File: src/rtl/dcache_controller.sv
// Direct-mapped, write-back, write-allocate data cache controller with a
// word-wide ready-handshaked memory port and a flush-on-halt sweep.
module dcache_controller #(
    parameter int unsigned NUM_LINES       = 8,
    parameter int unsigned WORDS_PER_BLOCK = 4
) (
    input  logic        clk,
    input  logic        rst_b,
    input  logic [31:0] cpu_addr,
    input  logic [31:0] cpu_wdata,
    input  logic        cpu_read,
    input  logic        cpu_write,
    output logic [31:0] cpu_rdata,
    output logic        hit,
    input  logic        flush_req,
    output logic        flush_done,
    output logic [31:0] mem_addr,
    output logic [31:0] mem_wdata,
    output logic        mem_read,
    output logic        mem_write,
    input  logic [31:0] mem_rdata,
    input  logic        mem_ready
);

    localparam int unsigned OFF_W = $clog2(WORDS_PER_BLOCK);
    localparam int unsigned IDX_W = $clog2(NUM_LINES);
    localparam int unsigned TAG_W = 32 - 2 - OFF_W - IDX_W;
    localparam int unsigned DEPTH = NUM_LINES * WORDS_PER_BLOCK;
    localparam logic [OFF_W-1:0] LAST_BEAT = OFF_W'(WORDS_PER_BLOCK - 1);
    localparam logic [IDX_W-1:0] LAST_LINE = IDX_W'(NUM_LINES - 1);

    typedef enum logic [2:0] {
        S_IDLE,
        S_WRITEBACK,
        S_REFILL,
        S_FLUSH_SCAN,
        S_FLUSH_WB
    } state_e;

    state_e           state_q, state_d;
    logic [OFF_W-1:0] cnt_q, cnt_d;
    logic [IDX_W-1:0] line_q, line_d;
    logic             flush_done_q, done_d;
    logic [NUM_LINES-1:0] valid_q, dirty_q;
    logic [TAG_W-1:0] tag_q [NUM_LINES];
    logic [31:0]      data_q [DEPTH];

    logic [OFF_W-1:0] word;
    logic [IDX_W-1:0] idx;
    logic [TAG_W-1:0] req_tag;
    logic [IDX_W-1:0] wb_line;
    logic             req;
    logic             fill_beat, fill_last, wb_clear;
    logic             unused_addr_bits;

    assign word    = cpu_addr[2 +: OFF_W];
    assign idx     = cpu_addr[2 + OFF_W +: IDX_W];
    assign req_tag = cpu_addr[31 -: TAG_W];
    assign req     = cpu_read | cpu_write;
    assign unused_addr_bits = ^cpu_addr[1:0];

    // Flush sweeps walk their own line counter; CPU misses use the request index.
    assign wb_line = (state_q == S_FLUSH_SCAN || state_q == S_FLUSH_WB) ? line_q : idx;

    assign hit = req && (state_q == S_IDLE) && !flush_req && valid_q[idx]
                 && (tag_q[idx] == req_tag);
    assign cpu_rdata  = (hit && cpu_read) ? data_q[{idx, word}] : 32'h0;
    assign flush_done = flush_done_q;

    always_ff @(posedge clk or negedge rst_b) begin
        if (!rst_b) begin
            state_q      <= S_IDLE;
            cnt_q        <= '0;
            line_q       <= '0;
            flush_done_q <= 1'b0;
            valid_q      <= '0;
            dirty_q      <= '0;
        end else begin
            state_q      <= state_d;
            cnt_q        <= cnt_d;
            line_q       <= line_d;
            flush_done_q <= done_d;
            if (fill_last) begin
                valid_q[idx] <= 1'b1;
                dirty_q[idx] <= 1'b0;
            end
            if (hit && cpu_write) begin
                dirty_q[idx] <= 1'b1;
            end
            if (wb_clear) begin
                dirty_q[line_q] <= 1'b0;
            end
        end
    end

    // Data and tag arrays carry no reset; valid bits guard them.
    always_ff @(posedge clk) begin
        if (fill_beat) begin
            data_q[{idx, cnt_q}] <= mem_rdata;
        end
        if (hit && cpu_write) begin
            data_q[{idx, word}] <= cpu_wdata;
        end
        if (fill_last) begin
            tag_q[idx] <= req_tag;
        end
    end

    always_comb begin
        state_d   = state_q;
        cnt_d     = cnt_q;
        line_d    = line_q;
        done_d    = 1'b0;
        mem_read  = 1'b0;
        mem_write = 1'b0;
        mem_addr  = 32'h0;
        mem_wdata = 32'h0;
        fill_beat = 1'b0;
        fill_last = 1'b0;
        wb_clear  = 1'b0;
        case (state_q)
            S_IDLE: begin
                if (flush_req) begin
                    state_d = S_FLUSH_SCAN;
                    line_d  = '0;
                end else if (req && !hit) begin
                    cnt_d   = '0;
                    state_d = (valid_q[idx] && dirty_q[idx]) ? S_WRITEBACK : S_REFILL;
                end
            end
            S_WRITEBACK: begin
                mem_write = 1'b1;
                mem_addr  = {tag_q[wb_line], wb_line, cnt_q, 2'b00};
                mem_wdata = data_q[{wb_line, cnt_q}];
                if (mem_ready) begin
                    cnt_d = cnt_q + OFF_W'(1);
                    if (cnt_q == LAST_BEAT) begin
                        cnt_d   = '0;
                        state_d = S_REFILL;
                    end
                end
            end
            S_REFILL: begin
                mem_read = 1'b1;
                mem_addr = {req_tag, idx, cnt_q, 2'b00};
                if (mem_ready) begin
                    fill_beat = 1'b1;
                    cnt_d     = cnt_q + OFF_W'(1);
                    if (cnt_q == LAST_BEAT) begin
                        fill_last = 1'b1;
                        cnt_d     = '0;
                        state_d   = S_IDLE;
                    end
                end
            end
            S_FLUSH_SCAN: begin
                if (dirty_q[line_q]) begin
                    cnt_d   = '0;
                    state_d = S_FLUSH_WB;
                end else if (line_q == LAST_LINE) begin
                    line_d  = '0;
                    done_d  = 1'b1;
                    state_d = S_IDLE;
                end else begin
                    line_d = line_q + IDX_W'(1);
                end
            end
            S_FLUSH_WB: begin
                mem_write = 1'b1;
                mem_addr  = {tag_q[wb_line], wb_line, cnt_q, 2'b00};
                mem_wdata = data_q[{wb_line, cnt_q}];
                if (mem_ready) begin
                    cnt_d = cnt_q + OFF_W'(1);
                    if (cnt_q == LAST_BEAT) begin
                        cnt_d    = '0;
                        wb_clear = 1'b1;
                        if (line_q == LAST_LINE) begin
                            line_d  = '0;
                            done_d  = 1'b1;
                            state_d = S_IDLE;
                        end else begin
                            line_d  = line_q + IDX_W'(1);
                            state_d = S_FLUSH_SCAN;
                        end
                    end
                end
            end
            default: state_d = S_IDLE;
        endcase
    end

endmodule

File: config.mk
export PLATFORM = sky130hd
export DESIGN_NAME = dcache_controller
export DESIGN_NICKNAME = d
export VERILOG_FILES = /design/src/rtl/dcache_controller.sv
export SDC_FILE = /design/constraint.sdc
export NUM_CORES = 2
export LEC_CHECK = 0
export BUFFER_PORTS_ARGS = -buffer_cell sky130_fd_sc_hd__clkbuf_2
export CAP_MARGIN = 20
export CORE_ASPECT_RATIO = 1.5
export CORE_MARGIN = 2
export CORE_UTILIZATION = 40
export CTS_CLUSTER_DIAMETER = 200
export DETAILED_ROUTE_END_ITERATION = 10
export PLACE_DENSITY_LB_ADDON = 0.2
export REMOVE_ABC_BUFFERS = 1
export SLEW_MARGIN = 25
export SYNTH_ARGS = -nofsm -noshare
export SYNTH_HDL_FRONTEND = slang
export SYNTH_SLANG_ARGS = --single-unit
File: constraint.sdc
create_clock -name clk -period 4.5 [get_ports clk]
set_clock_uncertainty 0.1 [all_clocks]
set_input_delay 0.9 -clock clk [delete_from_list [all_inputs] [get_ports clk]]
set_output_delay 0.9 -clock clk [all_outputs]
set_load 0.02 [all_outputs]
=== Word-level counts from Yosys, hierarchy flattened ===
Memory sizes are Yosys's and may differ from the RTL's.
Cells that the tools add are included.

* Flip-flop bits (word level): 25
* Bits in writable memories: 1224
* Output and inout port bits: 100
* Memories: 2

{| class="wikitable"
|+ Memories
! name !! depth !! bits a word !! read ports !! clocked after memory_dff !! write ports !! RTL line !! RTL
|-
| data_q || 32 || 32 || 2 || 0 || 1 || 46 || <nowiki>logic [31:0] data_q [DEPTH];</nowiki>
|-
| tag_q || 8 || 25 || 2 || 0 || 1 || 45 || <nowiki>logic [TAG_W-1:0] tag_q [NUM_LINES];</nowiki>
|}

* Add/subtract/negate cells: 2
* $lt $le $gt $ge: 4
* Equal/unequal tests: 21
* Multiplexer cells: 64
* Bitwise gates (word level): 7
* Reductions and logical operators: 22

{| class="wikitable"
|+ Operator list
! kind !! count
|-
| 2-to-1 mux 32 bit || 3
|-
| one-hot mux 32 bit (2 select lines) || 1
|-
| 2-to-1 mux 3 bit || 16
|-
| OR reduction 32 bit || 1
|-
| == test 25 bit || 1
|-
| 2-to-1 mux 1 bit || 24
|-
| 2-to-1 mux 8 bit || 3
|-
| bitwise AND 8 bit || 2
|-
| inequality test 2 bit (second input constant) || 8
|-
| inverter 8 bit || 2
|-
| bitwise OR 8 bit || 2
|-
| one-hot mux 3 bit (5 select lines) || 1
|-
| 2-to-1 mux 2 bit || 7
|-
| logical AND 1 bit || 10
|-
| AND reduction 5 bit || 2
|-
| binary-select mux 1 bit (select 3 bit) || 3
|-
| one-hot mux 3 bit (3 select lines) || 1
|-
| < comparator 3 x 4 -> 1 bit (second input constant) || 2
|-
| inequality test 2 x 1 -> 1 bit (second input constant) || 4
|-
| AND reduction 8 bit || 1
|-
| demux 1 bit (select 3 bit) || 2
|-
| == test 3 x 2 -> 1 bit (second input constant) || 2
|-
| == test 3 bit (second input constant) || 2
|-
| >= comparator 3 x 1 -> 1 bit (second input constant) || 2
|-
| other kinds (16) || 18
|}

=== Longest topological paths before layout ===
* Depth in word-level cells: 11
* Mapped depth: 13

=== Worst setup path before layout ===
No wires, ideal clock.

* Path type: in2reg
* From: input port cpu_addr[5]
* To: memory data_q[13][0] (enable)
* Data arrival time: 4675 ps
* Data required time: 3968 ps
* Slack: -707 ps
* Stages: 11
* Buffers on the path: 3
* Cells stage by stage: buf_6 -> buf_6 -> mux4_2 -> mux2i_1 -> xor2_1 -> o21ai_0 -> nor4_1 -> and4b_1 -> buf_2 -> nand4b_1 -> a21oi_1

* Word-level cells in the longest chain between the ends: 9
* Elaborated cells on any way between the ends: 12

{| class="wikitable"
|+ Ends and longest elaborated chain
! item !! RTL line !! RTL
|-
| start, declared || 9 || <nowiki>input logic [31:0] cpu_addr,</nowiki>
|-
| parallel branches: the longest is 3 deep, another holds memory read (8 x 25 bit) || n/a ||
|-
| logical AND 1 bit * || 66 || <nowiki>&& (tag_q[idx] == req_tag);</nowiki>
|-
| named net hit || 14 || <nowiki>output logic hit,</nowiki>
|-
| logical AND 1 bit * || 101 || <nowiki>if (hit && cpu_write) begin</nowiki>
|-
| 2-to-1 mux 1 bit * || 101 ||
|-
| 2-to-1 mux 1 bit (implied by the code) * || 102 || <nowiki>data_q[{idx, word}] <= cpu_wdata;</nowiki>
|-
| OR reduction 32 bit (no source line) || n/a ||
|-
| 2-to-1 mux 5 bit (no source line) / 2-to-1 mux 1 bit (equally long branches) || n/a ||
|-
| end, declared || 46 ||
|}

Mark *: on every way through the listed nets, which the timed path passes. The select of a mux whose other input is x is not followed.

==> results.txt <==
- In this run the count of I/O pins placed on the die edge is 202.
* CP Max Fanout: 9
- Entering global routing, the biggest net connects 91 pins.
* Sequential share of the synthesized area: 0.640
- Routed WL: 191 mm
- The share of total power dissipated in the clock network is 0.304.
- The first global-routing pass estimated 265 mm of wire.
- Fraction of final layout cells sized beyond drive strength 1: 0.416
- Summed over all cells, the static leakage comes to 23.7 nW.
- Power after layout: 33.1 mW
- Dividing the detail-routed via count by the number of cells gives 6.27.
- For this block, the via count after detailed routing is 35,400.
* CTS H-tree lvls: 3
- Die extent in y: 472 um
* Hold Worst Slack: 0.0891 ns
- # hold bufs at CTS: 0
- Clock slew seen by the registers of the worst setup and hold paths: 0.07 ns
* Ys Warns: 0
- In the synthesized netlist, the number of instances is 3,174.
- Cell internal power was estimated by the tool at 23.4 mW.
- Relative contribution of combinational cells to total power: 0.297
- Routed Antenna Nets: 0
- Maximum VDD drop: 335 uV
- In the post-route analysis, the smallest setup slack over all paths is -0.143 ns.
- The die covers 149,000 sq um.
- At the worst endpoint, the arrival time is 3.64 ns.
- Clock buffers created by TritonCTS: 117
- Worst Reg-to-Reg Cells: 13
* Number of synthesized flops with an enable pin: 1,224
- For the pin with the worst max-slew slack, the measured transition is 0.795 ns.
- The worst setup path is of the reg -> out kind.
- For this run, the leading register cell type out of synthesis is edfxtp_1.
- Measured along the x axis, the die boundary spans 316 um.
* Clock latency at the later pin of the worst-skew pair: 0.79 ns
- CTS placed an instance of clkbuf_16 at the clock tree root.
* Post-synth design cell area: 58,400 sq um
- Max Fclk: 0.215 GHz
- Length of the first detailed-routing pass in iterations: 5
- After routing the design area is 71,800 sq um.
- Required arrival time at the worst endpoint: 3.50 ns
- Count of endpoints failing setup in the final report: 58
- Fraction of registers with async set or reset after synthesis: 0.0200
- In the final design database the tool counted 3,741 nets.
- Proportion of power drawn by flip-flops and latches: 0.398
- In this run the cell area measured after placement is 66,000 sq um.
- Once layout is complete, the utilization of the core stands at 0.496.
- The endpoint identified for the worst register-to-register timing path is data_q[10][3].
* Cell area power density: 460 nW/um^2
- The clock passes through at most 3 buffers.
* Final hold violation count: 0
- In this run the worst hold path is classified as in -> async.
- After synthesis the netlist holds a flip-flop and latch count of 1,249.
- The critical path goes through mux4_2 -> mux2i_2 -> xor2_1 -> buf_4 -> nand3_4 -> nor4_2 -> and4b_2 -> nand2_4 -> buf_12 -> buf_12 -> nor2_4 -> buf_8.
* Slowest stage delay, CP: 0.50 ns
* Total clock sinks: 1,249
- Commonest non-fill, non-tap cells in the layout: 1,224 x edfxtp_1, 594 x mux4_2, 300 x nand2_1
- The startpoint identified for the worst register-to-register timing path is tag_q[7][7].
* Type of element launching the critical path: flop
- Library cell appearing most often on the critical path: buf_12
* HPWL after detailed placement: 117 mm
- The number of pins with negative max-slew slack in the final report was 0.
- At the placement stage, the worst setup path has a slack of -0.686 ns.
- In this run the tool buffered the top-level ports with 197 buffer cells.
* Critical path capture point type: output pin
* Total DRC errors in the routed layout: 0
- Failing checks: negative setup slack
* WL/cell: 33.9 um
- The number of antenna violations at the first check in global routing is 2.
- Global routing finished with a remaining overflow of 0.
- The congestion estimate from routability-driven global placement came to 0.883.
* Sw Pwr: 9.69 mW
- Clock tree from TritonCTS: yes
- FF-to-FF setup slack: 0.64 ns
- RSZ-0062 raised after global routing: true
- Core Rows: 171
- The initial utilization of the core area, before any placement, comes to 0.403.
- The core region is 145,000 sq um.
- Max capacitance violation total: 0
- The slowest stage of the critical path is the mux4_2 cell.
* Final worst-path cycle share: 1.03
- Synth Area per Inst: 18.4 sq um
- The smallest clock period supported by the final layout is computed as 4.64 ns.
* Drt initial violations: 4,069
* Normalized max-slew margin: 0.470
- Net switching share of the total power: 0.293
- In this run, distinct cell masters in the synthesized netlist total 64.
* Most common library cell in the layout ignoring fill and taps: edfxtp_1
* Result of the run: complete, but fails checks
- Synth-to-Final Area Change: 22.9%
* Vias in the first global route: 36,000
- Across every metal layer, demand over resource in global routing totals 0.253.
[metal layers]
metal | routed length (um) | global-route usage | part of all wire
met5 | 11 | 0 | 0.000058
met4 | 7460 | 0.0971 | 0.039
met3 | 13500 | 0.0355 | 0.071
met2 | 99300 | 0.442 | 0.52
met1 | 70800 | 0.317 | 0.37
[cell families (layout without fill, tap and decap cells)]
group | Yosys count | in the layout | share of synthesized area
multiplexers | 720 | 721 | 0.252
adder cells (fa/ha/maj) | 3 | 3 | 0.000643
flip-flops | 1249 | 1249 | 0.640
AND/OR/NAND/NOR | 564 | 564 | 0.0446
AO/OA/AOI/OAI | 360 | 360 | 0.0419
other | 1 | 4 | 0.0000642
XOR/XNOR | 11 | 11 | 0.00165
buffers and inverters | 266 | 824 | 0.0193
[worst max path at each step]
stage,start,to,slack (ns),depth (start not counted)
finish,tag_q[7][7],cpu_rdata[31],-0.14,12
detailed placement,cpu_addr[4],cpu_rdata[7],-0.69,13
global placement,cpu_addr[4],cpu_rdata[7],-0.62,13
global route,tag_q[7][7],cpu_rdata[27],-0.27,12
CTS,state_q[0],mem_wdata[14],-0.15,10
floorplan,cnt_q[0],data_q[11][0],-9.72,2
[power by group through the flow]
stage | Clock [mW] | Sequential [mW] | Combinational [mW]
2_1_floorplan | 0 | 13.6 | 5.19
3_3_place_gp | 0 | 13.4 | 8.73
3_5_place_dp | 0 | 13.4 | 8.77
4_1_cts | 10.2 | 13.2 | 9.30
5_1_grt | 10.6 | 13.2 | 10.4
6_report | 10.1 | 13.2 | 9.83
[flip-flops by register name (all words and copies together), names as in the netlist]
register and count:
state_q 3, flush_done 1, line_q 3, data_q 1024
dirty_q 8, cnt_q 2, tag_q 200, valid_q 8
[critical path, delay by kind of cell, from the launching register on]
kind                   cells  cell delay [ns]
multiplexers               2             0.70
buffers and inverters      4             0.64
XOR/XNOR                   1             0.20
AND/OR/NAND/NOR            5             0.86
flip-flops                 1             0.41
[cell usage after synthesis (4+ instances only)]
| cell | count | area [sq um] |
|---|---|---|
| a211o_1 | 5 | 43.8 |
| clkbuf_1 | 186 | 698 |
| a22oi_1 | 17 | 128 |
| dfrtp_1 | 25 | 626 |
| o211ai_1 | 52 | 390 |
| mux2i_1 | 74 | 741 |
| nand4_1 | 12 | 75.1 |
| a211oi_1 | 7 | 52.6 |
| nand3_1 | 81 | 405 |
| buf_6 | 12 | 135 |
| buf_1 | 39 | 146 |
| o21ai_0 | 25 | 125 |
| or2_2 | 11 | 68.8 |
| or3_1 | 10 | 62.6 |
| nor3_1 | 11 | 55.1 |
| mux4_2 | 594 | 13400 |
| a21bo_2 | 4 | 40.0 |
| xor2_1 | 8 | 70.1 |
| inv_1 | 10 | 37.5 |
| and2_1 | 7 | 43.8 |
| nand2b_1 | 11 | 68.8 |
| buf_4 | 6 | 45.0 |
| edfxtp_1 | 1224 | 36800 |
| nor2b_1 | 8 | 50.1 |
| nor2_1 | 53 | 199 |
| a21oi_1 | 47 | 235 |
| or4_1 | 27 | 203 |
| o22ai_1 | 130 | 813 |
| buf_2 | 13 | 65.1 |
| nand3b_1 | 7 | 52.6 |
| mux2_2 | 49 | 552 |
| a31oi_1 | 7 | 43.8 |
| nand2_1 | 307 | 1150 |
| a22o_1 | 41 | 359 |
[per-stage QoR]
stage          setup TNS [ns]  std cells
2_1_floorplan               -       2919
3_3_place_gp          -308.21       5370
3_5_place_dp          -338.86       5370
4_1_cts                 -5.06       5607
5_1_grt                -11.16       5638
6_report                -5.50       5639
[timing repair]
item,CTS,global route
cloned,6,20
pin swaps,30,29
gates resized for setup,184,151
setup buffers,14,13
setup endpoints to repair,79,86
hold endpoints to repair,0,0
[final cells by class]
type	instances	area, sq um
clock inverter	77	831
timing repair buffer	597	7230
antenna	2	5.00
fill	11800	73000
inverter	10	37.5
clock buffer	140	3010
tap	1903	2380
multi-input combinational	1661	20900
sequential	1249	37400
Note: power is estimated with default switching activity, not from simulation.
